`src/rtl/seq_csa_multiplier.sv`:
```
// +----------------------------------------------------------------------------+
// | seq_csa_multiplier                                                         |
// | Multi-cycle RV32M multiplier: carry-save accumulation, then one CPA.       |
// | Rev 1.0 - initial release                                                  |
// +----------------------------------------------------------------------------+
`timescale 1ns/1ps
`default_nettype none

module seq_csa_multiplier #(
  parameter int WIDTH          = 32,
  parameter int BITS_PER_CYCLE = 4
) (
  input  logic               clk,
  input  logic               rst,
  input  logic               start,
  input  logic               flush,
  input  logic [1:0]         mulop,
  input  logic [WIDTH-1:0]   a,
  input  logic [WIDTH-1:0]   b,
  output logic               ready,
  output logic               done,
  output logic [2*WIDTH-1:0] product,
  output logic [WIDTH-1:0]   result
);

  localparam int c_ncyc  = WIDTH / BITS_PER_CYCLE;
  localparam int c_cnt_w = $clog2(c_ncyc + 1);
  localparam int c_pw    = 2 * WIDTH;

  typedef enum logic [1:0] {
    S_IDLE    = 2'd0,
    S_ACCUM   = 2'd1,
    S_RESOLVE = 2'd2,
    S_DONE    = 2'd3
  } state_t;

  state_t             r_state;
  state_t             w_state_nxt;
  logic [1:0]         r_mulop;
  logic               r_neg;
  logic [c_cnt_w-1:0] r_count;
  logic [c_pw-1:0]    r_mcand;
  logic [WIDTH-1:0]   r_mplier;
  logic [c_pw-1:0]    r_sum;
  logic [c_pw-1:0]    r_carry;
  logic [c_pw-1:0]    r_product;
  logic [WIDTH-1:0]   r_result;

  // Operand conditioning: magnitudes plus a single sign for the final fix-up
  logic             w_a_sgn, w_b_sgn, w_a_neg, w_b_neg, w_neg, w_accept;
  logic [WIDTH-1:0] w_a_abs, w_b_abs;

  assign w_a_sgn  = (mulop != 2'b11);
  assign w_b_sgn  = ~mulop[1];
  assign w_a_neg  = w_a_sgn & a[WIDTH-1];
  assign w_b_neg  = w_b_sgn & b[WIDTH-1];
  assign w_neg    = w_a_neg ^ w_b_neg;
  assign w_a_abs  = w_a_neg ? -a : a;
  assign w_b_abs  = w_b_neg ? -b : b;
  assign w_accept = start & ~flush;

  // Chain of 3:2 compressors folding each gated partial product into sum/carry
  logic [c_pw-1:0] w_s [BITS_PER_CYCLE+1];
  logic [c_pw-1:0] w_c [BITS_PER_CYCLE+1];

  assign w_s[0] = r_sum;
  assign w_c[0] = r_carry;

  for (genvar i = 0; i < BITS_PER_CYCLE; i++) begin : g_csa
    logic [c_pw-1:0] w_pp;
    logic [c_pw-1:0] w_maj;
    assign w_pp     = r_mplier[i] ? (r_mcand << i) : '0;
    assign w_maj    = (w_s[i] & w_c[i]) | (w_s[i] & w_pp) | (w_c[i] & w_pp);
    assign w_s[i+1] = w_s[i] ^ w_c[i] ^ w_pp;
    assign w_c[i+1] = {w_maj[c_pw-2:0], 1'b0};
  end

  logic [c_pw-1:0] w_p, w_prod;
  assign w_p    = r_sum + r_carry;
  assign w_prod = r_neg ? -w_p : w_p;

  always_ff @(posedge clk or posedge rst) begin
    if (rst) r_state <= S_IDLE;
    else     r_state <= w_state_nxt;
  end

  always_comb begin
    w_state_nxt = r_state;
    case (r_state)
      S_IDLE:    if (w_accept) w_state_nxt = S_ACCUM;
      S_ACCUM:   if (flush) w_state_nxt = S_IDLE;
                 else if (r_count == c_cnt_w'(1)) w_state_nxt = S_RESOLVE;
      S_RESOLVE: w_state_nxt = flush ? S_IDLE : S_DONE;
      S_DONE:    w_state_nxt = S_IDLE;
      default:   w_state_nxt = S_IDLE;
    endcase
  end

  always_ff @(posedge clk or posedge rst) begin
    if (rst) begin
      r_mulop   <= '0;
      r_neg     <= 1'b0;
      r_count   <= '0;
      r_mcand   <= '0;
      r_mplier  <= '0;
      r_sum     <= '0;
      r_carry   <= '0;
      r_product <= '0;
      r_result  <= '0;
    end else begin
      case (r_state)
        S_IDLE: if (w_accept) begin
          r_mulop  <= mulop;
          r_neg    <= w_neg;
          r_count  <= c_cnt_w'(c_ncyc);
          r_mcand  <= {{WIDTH{1'b0}}, w_a_abs};
          r_mplier <= w_b_abs;
          r_sum    <= '0;
          r_carry  <= '0;
        end
        S_ACCUM: if (!flush) begin
          r_sum    <= w_s[BITS_PER_CYCLE];
          r_carry  <= w_c[BITS_PER_CYCLE];
          r_mcand  <= r_mcand << BITS_PER_CYCLE;
          r_mplier <= r_mplier >> BITS_PER_CYCLE;
          r_count  <= r_count - 1'b1;
        end
        // A squash here must leave the previously committed result visible
        S_RESOLVE: if (!flush) begin
          r_product <= w_prod;
          r_result  <= (r_mulop == 2'b00) ? w_prod[WIDTH-1:0] : w_prod[c_pw-1:WIDTH];
        end
        default: ;
      endcase
    end
  end

  assign ready   = (r_state == S_IDLE);
  assign done    = (r_state == S_DONE);
  assign product = r_product;
  assign result  = r_result;

endmodule

`default_nettype wire

```
`config.mk`:
```
export PLATFORM = sky130hd
export DESIGN_NAME = seq_csa_multiplier
export DESIGN_NICKNAME = d
export VERILOG_FILES = /design/src/rtl/seq_csa_multiplier.sv
export SDC_FILE = /design/constraint.sdc
export NUM_CORES = 2
export LEC_CHECK = 0
export CAP_MARGIN = 20
export CORE_ASPECT_RATIO = 0.5
export CORE_UTILIZATION = 60
export DETAILED_ROUTE_END_ITERATION = 8
export MAX_ROUTING_LAYER = met4
export PLACE_DENSITY = 0.88
export SLEW_MARGIN = 25
export SYNTH_ARGS = -nofsm -noshare
export SYNTH_HDL_FRONTEND = slang
export SYNTH_SLANG_ARGS = --single-unit
```
`constraint.sdc`:
```
create_clock -name clk -period 35.9 [get_ports clk]
set_clock_uncertainty 0.05 [all_clocks]
set_input_delay 7.18 -clock clk [delete_from_list [all_inputs] [get_ports clk]]
set_output_delay 7.18 -clock clk [all_outputs]
set_load 0.005 [all_outputs]
```
### Word-level counts from Yosys, hierarchy flattened

Cells that the tools add are included.

| storage, ports and cells | value |
|---|---|
| register bits after elaboration | 329 |
| input bits | 70 |
| output and inout port bits | 98 |
| logic and storage cells | 91 |

| operators by class | value |
|---|---|
| add/sub/neg operators | 5 |
| eq/ne operators | 8 |
| muxes and demuxes | 27 |
| bitwise logic cells | 34 |
| reductions and logical operators | 7 |

Operator list:

| operator | number |
|---|---|
| $and A63 B63 Y63 | 12 |
| $mux W64 | 10 |
| $xor A64 B64 Y64 | 8 |
| $or A63 B63 Y63 | 8 |
| $pmux W64 S2 | 3 |
| $mux W32 | 5 |
| $add A64 B64 Y64 | 1 |
| $neg A32 Y32 | 2 |
| $neg A64 Y64 | 1 |
| $pmux W32 S2 | 1 |
| $mux W2 | 4 |
| $mux W4 | 2 |
| $pmux W2 S4 | 1 |
| $pmux W4 S2 | 1 |
| $reduce_and A2 Y1 | 3 |
| $eq A2 B2 Y1 const B | 2 |
| $eq A4 B1 Y1 const B | 1 |
| $logic_not A2 Y1 | 2 |
| $ne A2 B2 Y1 const B | 2 |
| $sub A4 B1 Y4 const B | 1 |
| $and A1 B1 Y1 | 3 |
| $ne A3 B3 Y1 const B | 1 |
| $reduce_and A3 Y1 | 1 |
| $eq A2 B1 Y1 const B | 1 |
| 4 further kinds | 5 |

### Longest topological paths before layout

| depth | value |
|---|---|
| depth in word-level cells | 15 |
| mapped depth | 15 |
| depth with buffers taken out | 14 |

### Least setup slack after synthesis

No wires, ideal clock.

| timing | value |
|---|---|
| path type | input to register |
| from | in a[13] |
| to | reg r_mcand[29] |
| library setup time | 0.133 ns |
| arrival | 9.837 ns |
| data required time | 35.717 ns |
| setup slack | 25.880 ns |
| cell stages on the path | 12 |
| buffers on the path | 0 |
| cell sequence | or4_1 -> or3_1 -> or4_1 -> nor4_1 -> nand2b_1 -> nor3_1 -> nand3b_1 -> o31ai_1 -> xor2_1 -> nor2_1 -> a21oi_1 -> o21ai_0 |

| between the ends | value |
|---|---|
| longest elaborated chain between the ends | 4 |

RTL lines:

| item | line | RTL |
|---|---|---|
| start, declared | 18 | `input logic [WIDTH-1:0] a,` |
| $neg A32 Y32 | 58 | `assign w_a_abs = w_a_neg ? -a : a;` |
| $mux W32 | 58 |  |
| $mux W64 | 112 | `S_IDLE: if (w_accept) begin` |
| $pmux W64 S2 | 111 | `case (r_state)` |
| end signal, assigned | 116 | `r_mcand <= {{WIDTH{1'b0}}, w_a_abs};` |
| end signal, assigned | 124 | `r_mcand <= r_mcand << BITS_PER_CYCLE;` |
| end, declared | 42 | `logic [c_pw-1:0] r_mcand;` |

Every way passes these cells. The select of a mux whose other input is x is not followed.
A chain may end at the register's enable or synchronous reset.

### Final worst setup path

| timing | value |
|---|---|
| from | in a[13] |
| to | reg r_mcand[28] |

Same word-level chain as after synthesis.

==> impl_metrics.yaml <==
synth:
  synth_common_cells: "527 x nand2_1, 325 x dfrtp_1, 313 x o21ai_0"
  yosys.area.top_type: "dfrtp_1"
  seq_area_frac_synth_pct: 29.6
  ys_ff_latch: 325
  ys_async_sr_fraction_pct: 100
  synth.top_cell.area_share_pct: 29.6
  ys_types: 85
  synth_edf_count: 0
  synth.most_common_cell: "nand2_1"
  syn_inst: 3199
  synth.yosys.warnings: 0
  synth-main-ff-cell: "dfrtp_1"
  avgSynthCellArea_sq_um: 8.60
  synth_area_leaders: "dfrtp_1 30%, fa_1 18%, nand2_1 7.2%"
  syn_area_sq_um: 27500
  syn_nets: 3580
placed_design:
  gp_congestion: 1.04
  portBuffers: 167
  hpwl_mm: 61.5
sta:
  final.period_utilization_pct: 29.1
  rsz0062_at_grt: "no"
  layout_min_cycle_time_ps: 10430
  worst_slew_pin_slew_ps: 1130
  fin_tns_setup_ps: 0
  hold_viol_final: 0
  fmax_mhz: 95.9
  report.final.slew_viol_count: 0
  slew_headroom_pct: 24.0
  holdWs_ps: 432
  setup_viol: 0
power_and_ir_drop:
  peakVddDrop_mv: 0.0366
  power_leakage_nw: 13.9
  power.density_nw_per_um2: 58.1
clock_network:
  holdBufCountCts: 0
  cts_tree: "yes"
  cts_buffer_depth: 3
  htreeDepth: 2
  cts_buffers: 34
  ctsResizeCount: 0
  cts.clk_slew.worst_paths_ps: 70
  clock-root-buffer: "clkbuf_16"
  worstSkewPairLatency_ps: 530
  numClockSinks: 325
  cts_setup_buffers: 0
drt:
  dr.pass1.iters: 8
  drc: 2
  wl_per_cell_um: 21.3
  viasPerCell: 6.28
  ant_nets: 0
  wirelength_mm: 82.4
  drtIter0Drc: 2837
  vias: 24200
worst_setup_path:
  crit_type: "primary input to flop"
  arrival_ps: 10750
  worstPathRequired_ps: 36220
  end_kind: "flop"
  cp-start-kind: "primary input"
  crit_fanout: 4
status:
  violations: "DRC"
  status: "finished with violations"
flow_run:
  maxCapViolations: 0
global_route:
  grt_use_total_pct: 36.3
  grt_start_max_net_pins: 278
  grt_pass1_wl_mm: 129
  grt_pass1_vias: 23100
  antenna_found_initial: 3
  grt.overflow.total: 0
floorplan:
  fp.dieH_um: 153
  coreArea_sq_um: 45200
  start_util_pct: 60.8
  rows: 55
  pin_count: 168
  die_width_um: 305
  die_area_sq_um: 46700
min_path:
  hp-class: "flop to flop"
finish:
  nets: 3616
  layout-drive-gt1-share_pct: 3.87
  final_util_pct: 67.5
  syn_to_final_growth_pct: 11.1
placed cells by master, fill, tap and decap left out, drive strengths merged, types with 7 or more instances in the layout:
master and instances:
a211o 8, a211oi 11, a21o 20, a21oi 192, a221oi 7, a22o 82, a22oi 8, a31oi 10
and2 195, and3 7, buf 18, clkbuf 48, clkdlybuf4s50 167, dfrtp 325, fa 243, ha 68
inv 272, mux2 9, mux2i 10, nand2 527, nand2b 19, nand3 24, nand4 32, nor2 179
nor2b 8, nor3 37, nor4 24, o211ai 19, o21a 15, o21ai 328, o21bai 10, o221ai 9
o31ai 37, o41ai 10, or2 12, or3 23, or4 12, xnor2 63, xor2 97
layout make-up:
cell class | count | area [sq um]
Antenna cell | 2 | 5.00
Clock buffer | 48 | 1000
Clock inverter | 13 | 97.6
Fill cell | 3480 | 14700
Inverter | 267 | 1010
Multi-Input combinational cell | 2422 | 17700
Sequential cell | 325 | 8140
Tap cell | 598 | 748
Timing Repair Buffer | 185 | 1840
power by group:
group	internal [mW]	switching (mW)
Combinational	0.344	0.510
Clock	0.198	0.160
Sequential	0.455	0.108
critical path, cell delays in order:
cell and delay, ps:
clkdlybuf4s50_1 440, or4_1 610, or3_1 390, or4_1 490
nor4_1 290, nand2b_1 140, nor3_1 230, nand2b_1 140
o31ai_1 310, xor2_1 220, nor2_1 70, a21oi_1 150
o21ai_0 90
registers in the layout, indices dropped and copies added (netlist names), 2 cells and up:
name and count:
product 64, r_mcand 64, r_sum 64, r_carry 60, r_mplier 32, result 32, r_count 4, r_mulop 2
r_state 2
metal layers:
layer / up-vias / global-route usage (%) / routed length (um)
met1: 12000 / 52.1 / 35400
met5: - / - / 0
met4: 0 / 6.64 / 1490
met3: 145 / 7.70 / 8720
li1: 10800 / - / -
met2: 1249 / 53.5 / 36800
final timing paths:
path | startpoint | end | slack [ps] | cells after the start
setup / recovery | a[13] | r_mcand[28]$_DFFE_PP0P_ | 25470 | 13
hold / removal | product[11]$_DFFE_PP0P_ | product[11]$_DFFE_PP0P_ | 430 | 2
setup reg to reg | r_carry[8]$_DFFE_PP0P_ | result[23]$_DFFE_PP0P_ | 30170 | 13
hold reg to reg | product[11]$_DFFE_PP0P_ | product[11]$_DFFE_PP0P_ | 430 | 2
max in group asynchronous | rst | r_mplier[3]$_DFFE_PP0P_ | 26160 | 4
min in group asynchronous | rst | product[44]$_DFFE_PP0P_ | 7190 | 2
through the flow:
step / worst slack (ps) / power [mW] / cells / cell area (sq um)
3_5_place_dp: 25010 / 1.39 / 3797 / 29400
2_1_floorplan: 19670 / 1.06 / 3199 / 27500
4_1_cts: 25480 / 1.76 / 3858 / 30500
6_report: 25470 / 1.78 / 3860 / 30500
3_3_place_gp: 25080 / 1.35 / 3797 / 29400
5_1_grt: 25250 / 1.88 / 3860 / 30500
cells by family after synthesis:
family / after synthesis / share of synthesized area, %
muxes: 19 / 0.733
AOI/OAI and AO/OA: 814 / 18.5
DFF: 325 / 29.6
xor gates and xnor gates: 160 / 5.10
buffers and inverters: 452 / 6.21
adders and majority gates: 311 / 20.8
and+or+nand+nor: 1118 / 19.1
Power figures use the tool's default switching activity.
